===== src/rtl/lsu_sequencer.sv =====
// lsu_sequencer
//
// Load/store/fetch sequencer between the core control FSM and the SPI memory
// controller. Accepts one request at a time, classifies it (illegal width,
// misalignment), runs a level start/done handshake with the controller for
// legal accesses, and returns a one-cycle response with extended load data
// and an error cause.
//
// Optional feature macro: LSU_TIMEOUT_EN
//   defined   - WAIT is aborted after TIMEOUT_CYCLES cycles without mem_done
//               (cause 3).
//   undefined - WAIT persists until mem_done; no timeout counter exists.
//
// Ports
//   clk, rst        clock, synchronous active-high reset
//   req_valid       core presents a request (sampled only while req_ready)
//   req_ready       high only in IDLE
//   req_is_fetch    instruction fetch (treated as LW, func3 ignored)
//   req_is_store    store (ignored for fetches)
//   req_func3       RISC-V width code
//   req_addr        byte address
//   req_wdata       store data, LSB-aligned
//   rsp_valid       one-cycle response pulse
//   rsp_rdata       extended load data; 0 for stores and errors
//   rsp_cause       0 ok, 1 misaligned, 2 illegal func3, 3 timeout
//   mem_start       level request to the controller
//   mem_write       1 = write cycle
//   mem_addr        word-aligned address
//   mem_wdata       lane-replicated store data
//   mem_wstrb       byte lane enables (0 on reads)
//   mem_rdata       controller read word
//   mem_done        controller completion level (ignored outside WAIT)
//
// State  | meaning
// -------+-----------------------------------------------------------
// IDLE   | ready for a request, req_ready high
// WAIT   | memory access in flight, mem_start held high
// RESP   | rsp_valid high for this single cycle, then back to IDLE

module lsu_sequencer #(
    parameter int ADDR_W         = 24,
    parameter int TIMEOUT_CYCLES = 255
) (
    input  logic              clk,
    input  logic              rst,
    input  logic              req_valid,
    output logic              req_ready,
    input  logic              req_is_fetch,
    input  logic              req_is_store,
    input  logic [2:0]        req_func3,
    input  logic [ADDR_W-1:0] req_addr,
    input  logic [31:0]       req_wdata,
    output logic              rsp_valid,
    output logic [31:0]       rsp_rdata,
    output logic [1:0]        rsp_cause,
    output logic              mem_start,
    output logic              mem_write,
    output logic [ADDR_W-1:0] mem_addr,
    output logic [31:0]       mem_wdata,
    output logic [3:0]        mem_wstrb,
    input  logic [31:0]       mem_rdata,
    input  logic              mem_done
);

    if (TIMEOUT_CYCLES < 1) begin : g_timeout_check
        $error("lsu_sequencer: TIMEOUT_CYCLES must be >= 1");
    end

    typedef enum logic [1:0] {
        S_IDLE = 2'd0,
        S_WAIT = 2'd1,
        S_RESP = 2'd2
    } state_t;

    localparam logic [1:0] CAUSE_OK      = 2'd0;
    localparam logic [1:0] CAUSE_MISALGN = 2'd1;
    localparam logic [1:0] CAUSE_ILLEGAL = 2'd2;
`ifdef LSU_TIMEOUT_EN
    localparam logic [1:0] CAUSE_TIMEOUT = 2'd3;
    localparam int         CNT_W         = $clog2(TIMEOUT_CYCLES + 1);
    localparam logic [CNT_W-1:0] CNT_LAST = CNT_W'(TIMEOUT_CYCLES - 1);
`endif

    localparam logic [2:0] F3_LB  = 3'b000;
    localparam logic [2:0] F3_LH  = 3'b001;
    localparam logic [2:0] F3_LW  = 3'b010;
    localparam logic [2:0] F3_LBU = 3'b100;
    localparam logic [2:0] F3_LHU = 3'b101;

    state_t              state_q;
    logic                req_ready_q;
    logic                rsp_valid_q;
    logic [31:0]         rsp_rdata_q;
    logic [1:0]          rsp_cause_q;
    logic                mem_start_q;
    logic                mem_write_q;
    logic [ADDR_W-1:0]   mem_addr_q;
    logic [31:0]         mem_wdata_q;
    logic [3:0]          mem_wstrb_q;
    logic [2:0]          func3_q;
    logic [1:0]          lane_q;
`ifdef LSU_TIMEOUT_EN
    logic [CNT_W-1:0]    wait_cnt_q;
`endif

    // Request classification and store lane formatting, from the live request.
    logic                is_store_d;
    logic [2:0]          func3_d;
    logic                illegal_d;
    logic                misaligned_d;
    logic [31:0]         wdata_d;
    logic [3:0]          wstrb_d;

    always_comb begin
        is_store_d   = req_is_store & ~req_is_fetch;
        func3_d      = req_is_fetch ? F3_LW : req_func3;
        illegal_d    = 1'b0;
        misaligned_d = 1'b0;
        wdata_d      = 32'h0;
        wstrb_d      = 4'h0;

        if (is_store_d) begin
            illegal_d = (func3_d > 3'd2);
        end else begin
            illegal_d = (func3_d == 3'd3) || (func3_d >= 3'd6);
        end

        // func3[1:0] encodes the size for every legal code.
        case (func3_d[1:0])
            2'b01:   misaligned_d = req_addr[0];
            2'b10:   misaligned_d = |req_addr[1:0];
            default: misaligned_d = 1'b0;
        endcase

        if (is_store_d) begin
            case (func3_d[1:0])
                2'b00: begin
                    wdata_d = {4{req_wdata[7:0]}};
                    wstrb_d = 4'b0001 << req_addr[1:0];
                end
                2'b01: begin
                    wdata_d = {2{req_wdata[15:0]}};
                    wstrb_d = 4'b0011 << req_addr[1:0];
                end
                default: begin
                    wdata_d = req_wdata;
                    wstrb_d = 4'hF;
                end
            endcase
        end
    end

    // Load extraction from the returned word using the latched lane/width.
    logic [7:0]          byte_sel;
    logic [15:0]         half_sel;
    logic [31:0]         load_data_d;

    always_comb begin
        byte_sel = mem_rdata[{lane_q, 3'b000} +: 8];
        half_sel = lane_q[1] ? mem_rdata[31:16] : mem_rdata[15:0];
        case (func3_q)
            F3_LB:   load_data_d = {{24{byte_sel[7]}}, byte_sel};
            F3_LBU:  load_data_d = {24'h0, byte_sel};
            F3_LH:   load_data_d = {{16{half_sel[15]}}, half_sel};
            F3_LHU:  load_data_d = {16'h0, half_sel};
            default: load_data_d = mem_rdata;
        endcase
    end

    always_ff @(posedge clk) begin
        if (rst) begin
            state_q     <= S_IDLE;
            req_ready_q <= 1'b1;
            rsp_valid_q <= 1'b0;
            rsp_rdata_q <= 32'h0;
            rsp_cause_q <= CAUSE_OK;
            mem_start_q <= 1'b0;
            mem_write_q <= 1'b0;
            mem_addr_q  <= '0;
            mem_wdata_q <= 32'h0;
            mem_wstrb_q <= 4'h0;
            func3_q     <= 3'b000;
            lane_q      <= 2'b00;
`ifdef LSU_TIMEOUT_EN
            wait_cnt_q  <= '0;
`endif
        end else begin
            case (state_q)
                S_IDLE: begin
                    if (req_valid) begin
                        req_ready_q <= 1'b0;
                        func3_q     <= func3_d;
                        lane_q      <= req_addr[1:0];
                        if (illegal_d) begin
                            state_q     <= S_RESP;
                            rsp_valid_q <= 1'b1;
                            rsp_rdata_q <= 32'h0;
                            rsp_cause_q <= CAUSE_ILLEGAL;
                        end else if (misaligned_d) begin
                            state_q     <= S_RESP;
                            rsp_valid_q <= 1'b1;
                            rsp_rdata_q <= 32'h0;
                            rsp_cause_q <= CAUSE_MISALGN;
                        end else begin
                            state_q     <= S_WAIT;
                            mem_start_q <= 1'b1;
                            mem_write_q <= is_store_d;
                            mem_addr_q  <= {req_addr[ADDR_W-1:2], 2'b00};
                            mem_wdata_q <= wdata_d;
                            mem_wstrb_q <= wstrb_d;
`ifdef LSU_TIMEOUT_EN
                            wait_cnt_q  <= '0;
`endif
                        end
                    end
                end

                S_WAIT: begin
                    if (mem_done) begin
                        state_q     <= S_RESP;
                        mem_start_q <= 1'b0;
                        rsp_valid_q <= 1'b1;
                        rsp_rdata_q <= mem_write_q ? 32'h0 : load_data_d;
                        rsp_cause_q <= CAUSE_OK;
                    end
`ifdef LSU_TIMEOUT_EN
                    // Done on the final cycle still wins over the abort.
                    else if (wait_cnt_q == CNT_LAST) begin
                        state_q     <= S_RESP;
                        mem_start_q <= 1'b0;
                        rsp_valid_q <= 1'b1;
                        rsp_rdata_q <= 32'h0;
                        rsp_cause_q <= CAUSE_TIMEOUT;
                    end else begin
                        wait_cnt_q  <= wait_cnt_q + 1'b1;
                    end
`endif
                end

                S_RESP: begin
                    state_q     <= S_IDLE;
                    req_ready_q <= 1'b1;
                    rsp_valid_q <= 1'b0;
                    rsp_rdata_q <= 32'h0;
                    rsp_cause_q <= CAUSE_OK;
                end

                default: begin
                    state_q     <= S_IDLE;
                    req_ready_q <= 1'b1;
                    rsp_valid_q <= 1'b0;
                    mem_start_q <= 1'b0;
                end
            endcase
        end
    end

    assign req_ready = req_ready_q;
    assign rsp_valid = rsp_valid_q;
    assign rsp_rdata = rsp_rdata_q;
    assign rsp_cause = rsp_cause_q;
    assign mem_start = mem_start_q;
    assign mem_write = mem_write_q;
    assign mem_addr  = mem_addr_q;
    assign mem_wdata = mem_wdata_q;
    assign mem_wstrb = mem_wstrb_q;

endmodule


===== config.mk =====
export PLATFORM = sky130hd
export DESIGN_NAME = lsu_sequencer
export DESIGN_NICKNAME = d
export VERILOG_FILES = /design/src/rtl/lsu_sequencer.sv
export SDC_FILE = /design/constraint.sdc
export NUM_CORES = 1
export LEC_CHECK = 0
export BUFFER_PORTS_ARGS = -buffer_cell sky130_fd_sc_hd__buf_4
export CAP_MARGIN = 40
export CORE_AREA = 2 2 88 124
export CTS_BUF_LIST = sky130_fd_sc_hd__clkbuf_8 sky130_fd_sc_hd__clkbuf_16
export DETAILED_ROUTE_END_ITERATION = 8
export DIE_AREA = 0 0 90 126
export PLACE_DENSITY = 0.75
export RECOVER_POWER = 100
export SETUP_SLACK_MARGIN = 0.5
export SLEW_MARGIN = 10
export SYNTH_ARGS = -nofsm -noshare
export SYNTH_HDL_FRONTEND = slang
export SYNTH_SLANG_ARGS = --single-unit
export TNS_END_PERCENT = 5

===== constraint.sdc =====
create_clock -name clk -period 7.78 [get_ports clk]
set_input_delay 1.167 -clock clk [delete_from_list [all_inputs] [get_ports clk]]
set_output_delay 1.167 -clock clk [all_outputs]
set_load 0.05 [all_outputs]

== Word-level counts from Yosys, hierarchy flattened ==
Cells that the tools add are included.
Storage, ports and cells
  flip-flop bits (word level): 103
  input bits: 97
  output and inout port bits: 98
  word-level logic and storage cells: 86
Operators by class
  $lt $le $gt $ge: 2
  equal/unequal tests: 13
  shifts and indexed selects: 3
  mux-type cells: 37
  bitwise logic cells: 6
  reductions and logical operators: 13
Operators by type and width (number)
  $mux 32: 6
  $pmux 32 s4: 1
  $pmux 32 s3: 1
  $pmux 32 s2: 1
  $shiftx 32x6->8: 1
  $mux 16: 1
  $mux 2: 8
  $mux 1: 10
  $ne 2x2->1 const B: 4
  $pmux 4 s2: 1
  $reduce_and 4->1: 2
  $eq 3x3->1 const B: 2
  $pmux 1 s2: 3
  $pmux 2 s3: 1
  $reduce_and 2->1: 3
  $not 1->1: 5
  $reduce_and 5->1: 1
  $eq 2x1->1 const B: 2
  $eq 2x2->1 const B: 2
  $logic_not 2->1: 2
  $mux 4: 1
  $pmux 2 s2: 1
  $shl 1x2->4 const A: 1
  $shl 2x2->4 const A: 1
  13 further kinds: 13

== Depth between registers and ports, before layout ==
  depth after elaboration: 7
  mapped depth: 13

== Least setup slack after synthesis ==
Ideal clock, no wire load.
  kind: input-to-reg
  start: input req_is_fetch
  end: register mem_wdata_q[10], in the netlist mem_wdata[10]
  setup time: 0.117 ns
  arrival time: 3.608 ns
  slack: 4.056 ns
  stages on the path: 12
  buffers on the path: 4
  cells stage by stage: nor2_1 -> inv_1 -> clkbuf_1 -> buf_2 -> ha_1 -> and2b_1 -> a221oi_4 -> and3_1 -> buf_4 -> nor2_4 -> buf_6 -> a22o_1
On the way
  cells in the longest elaborated chain, start to end: 6
RTL lines
  start, declared: line 48  | input logic req_is_fetch,
  $mux 3 (*): line 116  | func3_d = req_is_fetch ? F3_LW : req_func3;
  via func3_d[1]: line 108  | logic [2:0] func3_d;
  $ge 3x3->1 / $eq 3x2->1 (equally long branches): line 125  | illegal_d = (func3_d == 3'd3) || (func3_d >= 3'd6);
  $logic_or 1x1->1: line 125
  $mux 1: line 122  | if (is_store_d) begin
  $not 1->1 (no line)
  $reduce_and 4->1 (no line)
  end signal, assigned: line 209  | mem_wdata_q <= wdata_d;
  end, declared: line 98  | logic [31:0] mem_wdata_q;
Mark *: on every way through the listed nets, which the timed path passes. The rest lies on a longest branch.
A chain may end at the register's enable or synchronous reset.

== Worst setup path after layout ==
  start: input req_is_fetch
  end: register mem_wdata_q[2], in the netlist mem_wdata[2]
On the way
  cells in the longest elaborated chain, start to end: 6
RTL lines (line)
  $mux 3: 116
  $ge 3x3->1 / $eq 3x2->1 (equally long branches): 125
  $logic_or 1x1->1: 125
  $mux 1: 122
  $not 1->1 (no line)
  $reduce_and 4->1 (no line)
Parallel ways exist; a longest one is shown, timed or not.

==> summary.txt <==
outcome: finished with violations
failing checks: max-capacitance violations, max-slew violations
Sequential Power Share: 0.401
PortBufs: 192
Sink Count: 103
max-slew violation count: 94
FMAX: 201.3 MHz
CP dominant cell by count: nor2_1
PostCTS Resize Cnt: 0
setup violators final: 0
Syn Inst Count: 502
setup ws final: 2.811 ns
Worst-path clk slew: 0.07 ns
Adder-Cell Fraction of Synth Area: 0.02134
CP Cell Sequence: clkbuf_1 > nor2_1 > inv_1 > ha_1 > and2b_1 > a221oi_1 > and3_1 > buf_4 > nor2_1 > a22o_1
total congestion overflow: 0
post-synth top area share: 0.4396
Total GRT Usage: 0.2314
CP required: 8.06 ns
area leader, netlist: dfxtp_1
routed len/inst: 16.54 µm
synth warn: 0
Seq/Total Area, Yosys: 0.4396
EDFF count, synth: 0
I/O pins: 195
Fin Setup TNS: 0 ns
largest family of logic cells by synthesized area: compound AO/OA/AOI/OAI gates
fin nets: 774
PnR Total Power: 0.001463 W
Post-Route WL: 13.43 mm
GRT met3 Usage: 0.05921
Setup crit start kind: primary input
worst slew pin tran: 2.395 ns
mux share of post-synthesis cell area: 0.07495
FILL cells: 1,026
Clock Latency Late Sink: 0.35 ns
CP max-delay cell: nor2_1
CTS tree: done
Most used DFF post-synth: dfxtp_1
Pint: 0.0009673 W
die height: 126 µm
Post-Syn Area: 4691 µm²
setup bufs post-CTS: 0
Yosys cell types: 51
Hold Vio Cnt, Final: 0
Layout Cells excl Fill: 812
Tightest Hold Check Type: register to register
pre-CTS WS: 3.574 ns
syn_area_per_cell: 9.344 µm²
DP Wirelength: 9.937 mm
Vias: 4,502
RSZ-0062 raised after global routing: false
CP max stage delay: 1.73 ns
Pre-antenna DRT Iters: 5
GR peak layer: met2
Placer Congestion: 0.8547
DR iter-0 viols: 203
CTS buffer count: 9
met2 Track Usage GR: 0.4042
Yosys reg bits: 103
number of global-route vias before repair: 4,489
synth top area cells: dfxtp_1, mux2i_1, nor2_1
largest net degree at the start of global routing: 57
H-tree levels: 3
initial core utilization: 0.4581
Post-DRT Antenna Nets: 0
vias per cell: 5.544
crit path kind: primary input to register
net switching power figure: 0.0004959 W
Root Driver: clkbuf_16
post-synthesis compound-gate area fraction: 0.2401
Slew headroom: -0.5969
row count: 44
Area growth syn-to-layout: 29.29%
dpl cells: 796
DRC: 0
switching share of power: 0.3389
Storage cell area: 2062 µm²
Max-cap violations: 2
Hold-fix buffers, CTS: 0
clock power share: 0.336
die area: 11,340 µm²
PwrDens: 241.3 nW/µm²
simple-gate share of the synthesized area: 0.1627
Core Region: 10,240 µm²
final cycle utilization of the critical path: 0.6386
ys async rst share: 0
post-synthesis xor/xnor area fraction: 0
layout cells sized above 1: 0.1973
placed cell area: 6140 µm²
Inserted Diodes: 0
Clock Tree Buf Depth: 2
global-route wire length before repair: 21.46 mm
GRT met1 Usage: 0.2529
fin crit period: 4.969 ns
area of the multi-input gates: 2316 µm²
Max IR drop VDD: 0.1152 mV
worst-path fanout max: 36
Worst Skew: 0.007680 ns
Finished Cell Area: 6065 µm²
chip width: 90 µm
leakage: 2.383 nW
CP Capture Type: register
crit path DAT: 5.25 ns
Comb power frac: 0.262
initial antenna violation count: 0
==> flip-flops by register name (all words and copies together) (netlist names) <==
register and flops:
func3_q 3, mem_addr 22, mem_wdata 32, rsp_valid 1, req_ready 1, rsp_rdata 32, mem_start 1, rsp_cause 2
mem_write 1, lane_q 2, state_q 2, mem_wstrb 4
==> per-layer routing <==
metal / share of wire / up-vias / wire length [µm]
met2: 0.49 / 201 / 6568
met3: 0.082 / 36 / 1105
met5: 0 / - / 0
met4: 0.040 / 0 / 533
met1: 0.39 / 2107 / 5225
li1: - / 2158 / -
==> power groups by stage <==
stage	Combinational, W	Clock (W)	Sequential (W)
after floorplan	0.000201	0	0.000689
after global placement	0.000394	0	0.000598
after detailed placement	0.000412	0	0.000599
after CTS	0.000413	0.000504	0.000587
after global routing	0.000414	0.000520	0.000592
final	0.000384	0.000492	0.000587
==> stage by stage <==
| step | hold WS (ns) | utilization |
|---|---|---|
| final | 0.4631 | 0.5923 |
| after floorplan | 0.4665 | - |
| after detailed placement | 0.4485 | 0.5996 |
| after global routing | 0.4779 | 0.5923 |
| after global placement | 0.4403 | 0.5949 |
| after CTS | 0.4680 | 0.6314 |
==> layout make-up <==
class / count / area share
Sequential cell: 103 / 0.3400
Clock inverter: 7 / 0.01651
Multi-Input combinational cell: 345 / 0.3819
Clock buffer: 9 / 0.03714
Timing Repair Buffer: 196 / 0.1873
Tap cell: 138 / 0.02847
Inverter: 14 / 0.008665
==> placed cells by master, fill, tap and decap left out, types with 10 or more instances in the layout <==
cell type / netlist / layout
a211oi_1: 10 / 10
nand2b_1: 18 / 18
nor2_1: 66 / 67
inv_1: 14 / 14
buf_4: 6 / 96
nand3b_1: 19 / 19
dfxtp_1: 103 / 103
o21ai_0: 21 / 21
a22o_1: 26 / 26
nand2_1: 18 / 18
mux2i_1: 25 / 25
clkbuf_1: 18 / 98
a21oi_1: 12 / 12
o31ai_1: 17 / 17
==> cells in the mapped netlist, types with 2 or more instances <==
| cell type | count |
|---|---|
| a211oi_1 | 10 |
| a21boi_0 | 2 |
| a21o_1 | 2 |
| a21oi_1 | 12 |
| a221oi_1 | 8 |
| a22o_1 | 26 |
| a22oi_1 | 8 |
| a31o_2 | 9 |
| a31oi_1 | 7 |
| buf_1 | 3 |
| buf_2 | 8 |
| buf_4 | 6 |
| buf_6 | 6 |
| clkbuf_1 | 18 |
| dfxtp_1 | 103 |
| ha_1 | 8 |
| inv_1 | 14 |
| mux2_2 | 9 |
| mux2i_1 | 25 |
| nand2_1 | 18 |
| nand2b_1 | 18 |
| nand3_1 | 8 |
| nand3b_1 | 19 |
| nor2_1 | 66 |
| nor2b_1 | 3 |
| nor3_1 | 7 |
| nor3b_1 | 2 |
| o21ai_0 | 21 |
| o221ai_1 | 5 |
| o22ai_1 | 4 |
| o2bb2ai_1 | 9 |
| o31ai_1 | 17 |
| or2_1 | 2 |
| or3_1 | 2 |
==> worst max-delay path: cells and delay by family <==
| family | cells | cell delay [ns] |
|---|---|---|
| and+or+nand+nor | 4 | 2.53 |
| buffers and inverters | 3 | 0.62 |
| AOI/OAI and AO/OA | 2 | 0.56 |
| adders and majority gates | 1 | 0.33 |
==> final timing paths <==
kind	from	end	slack, ns	depth (start not counted)
min	rsp_cause[1]	rsp_cause[1]	0.46	2
max reg2reg	state_q[0]	mem_wdata[2]	4.12	7
max	req_is_fetch	mem_wdata[2]	2.81	10
min reg2reg	rsp_cause[1]	rsp_cause[1]	0.46	2
==> cell families after synthesis <==
kind of cell,after synthesis
muxes,34
and+or+nand+nor,152
adders and majority gates,8
AOI/OAI and AO/OA,149
buffers and inverters,55
DFF,103
other,1
No activity file was read; power rests on OpenSTA's default activity.
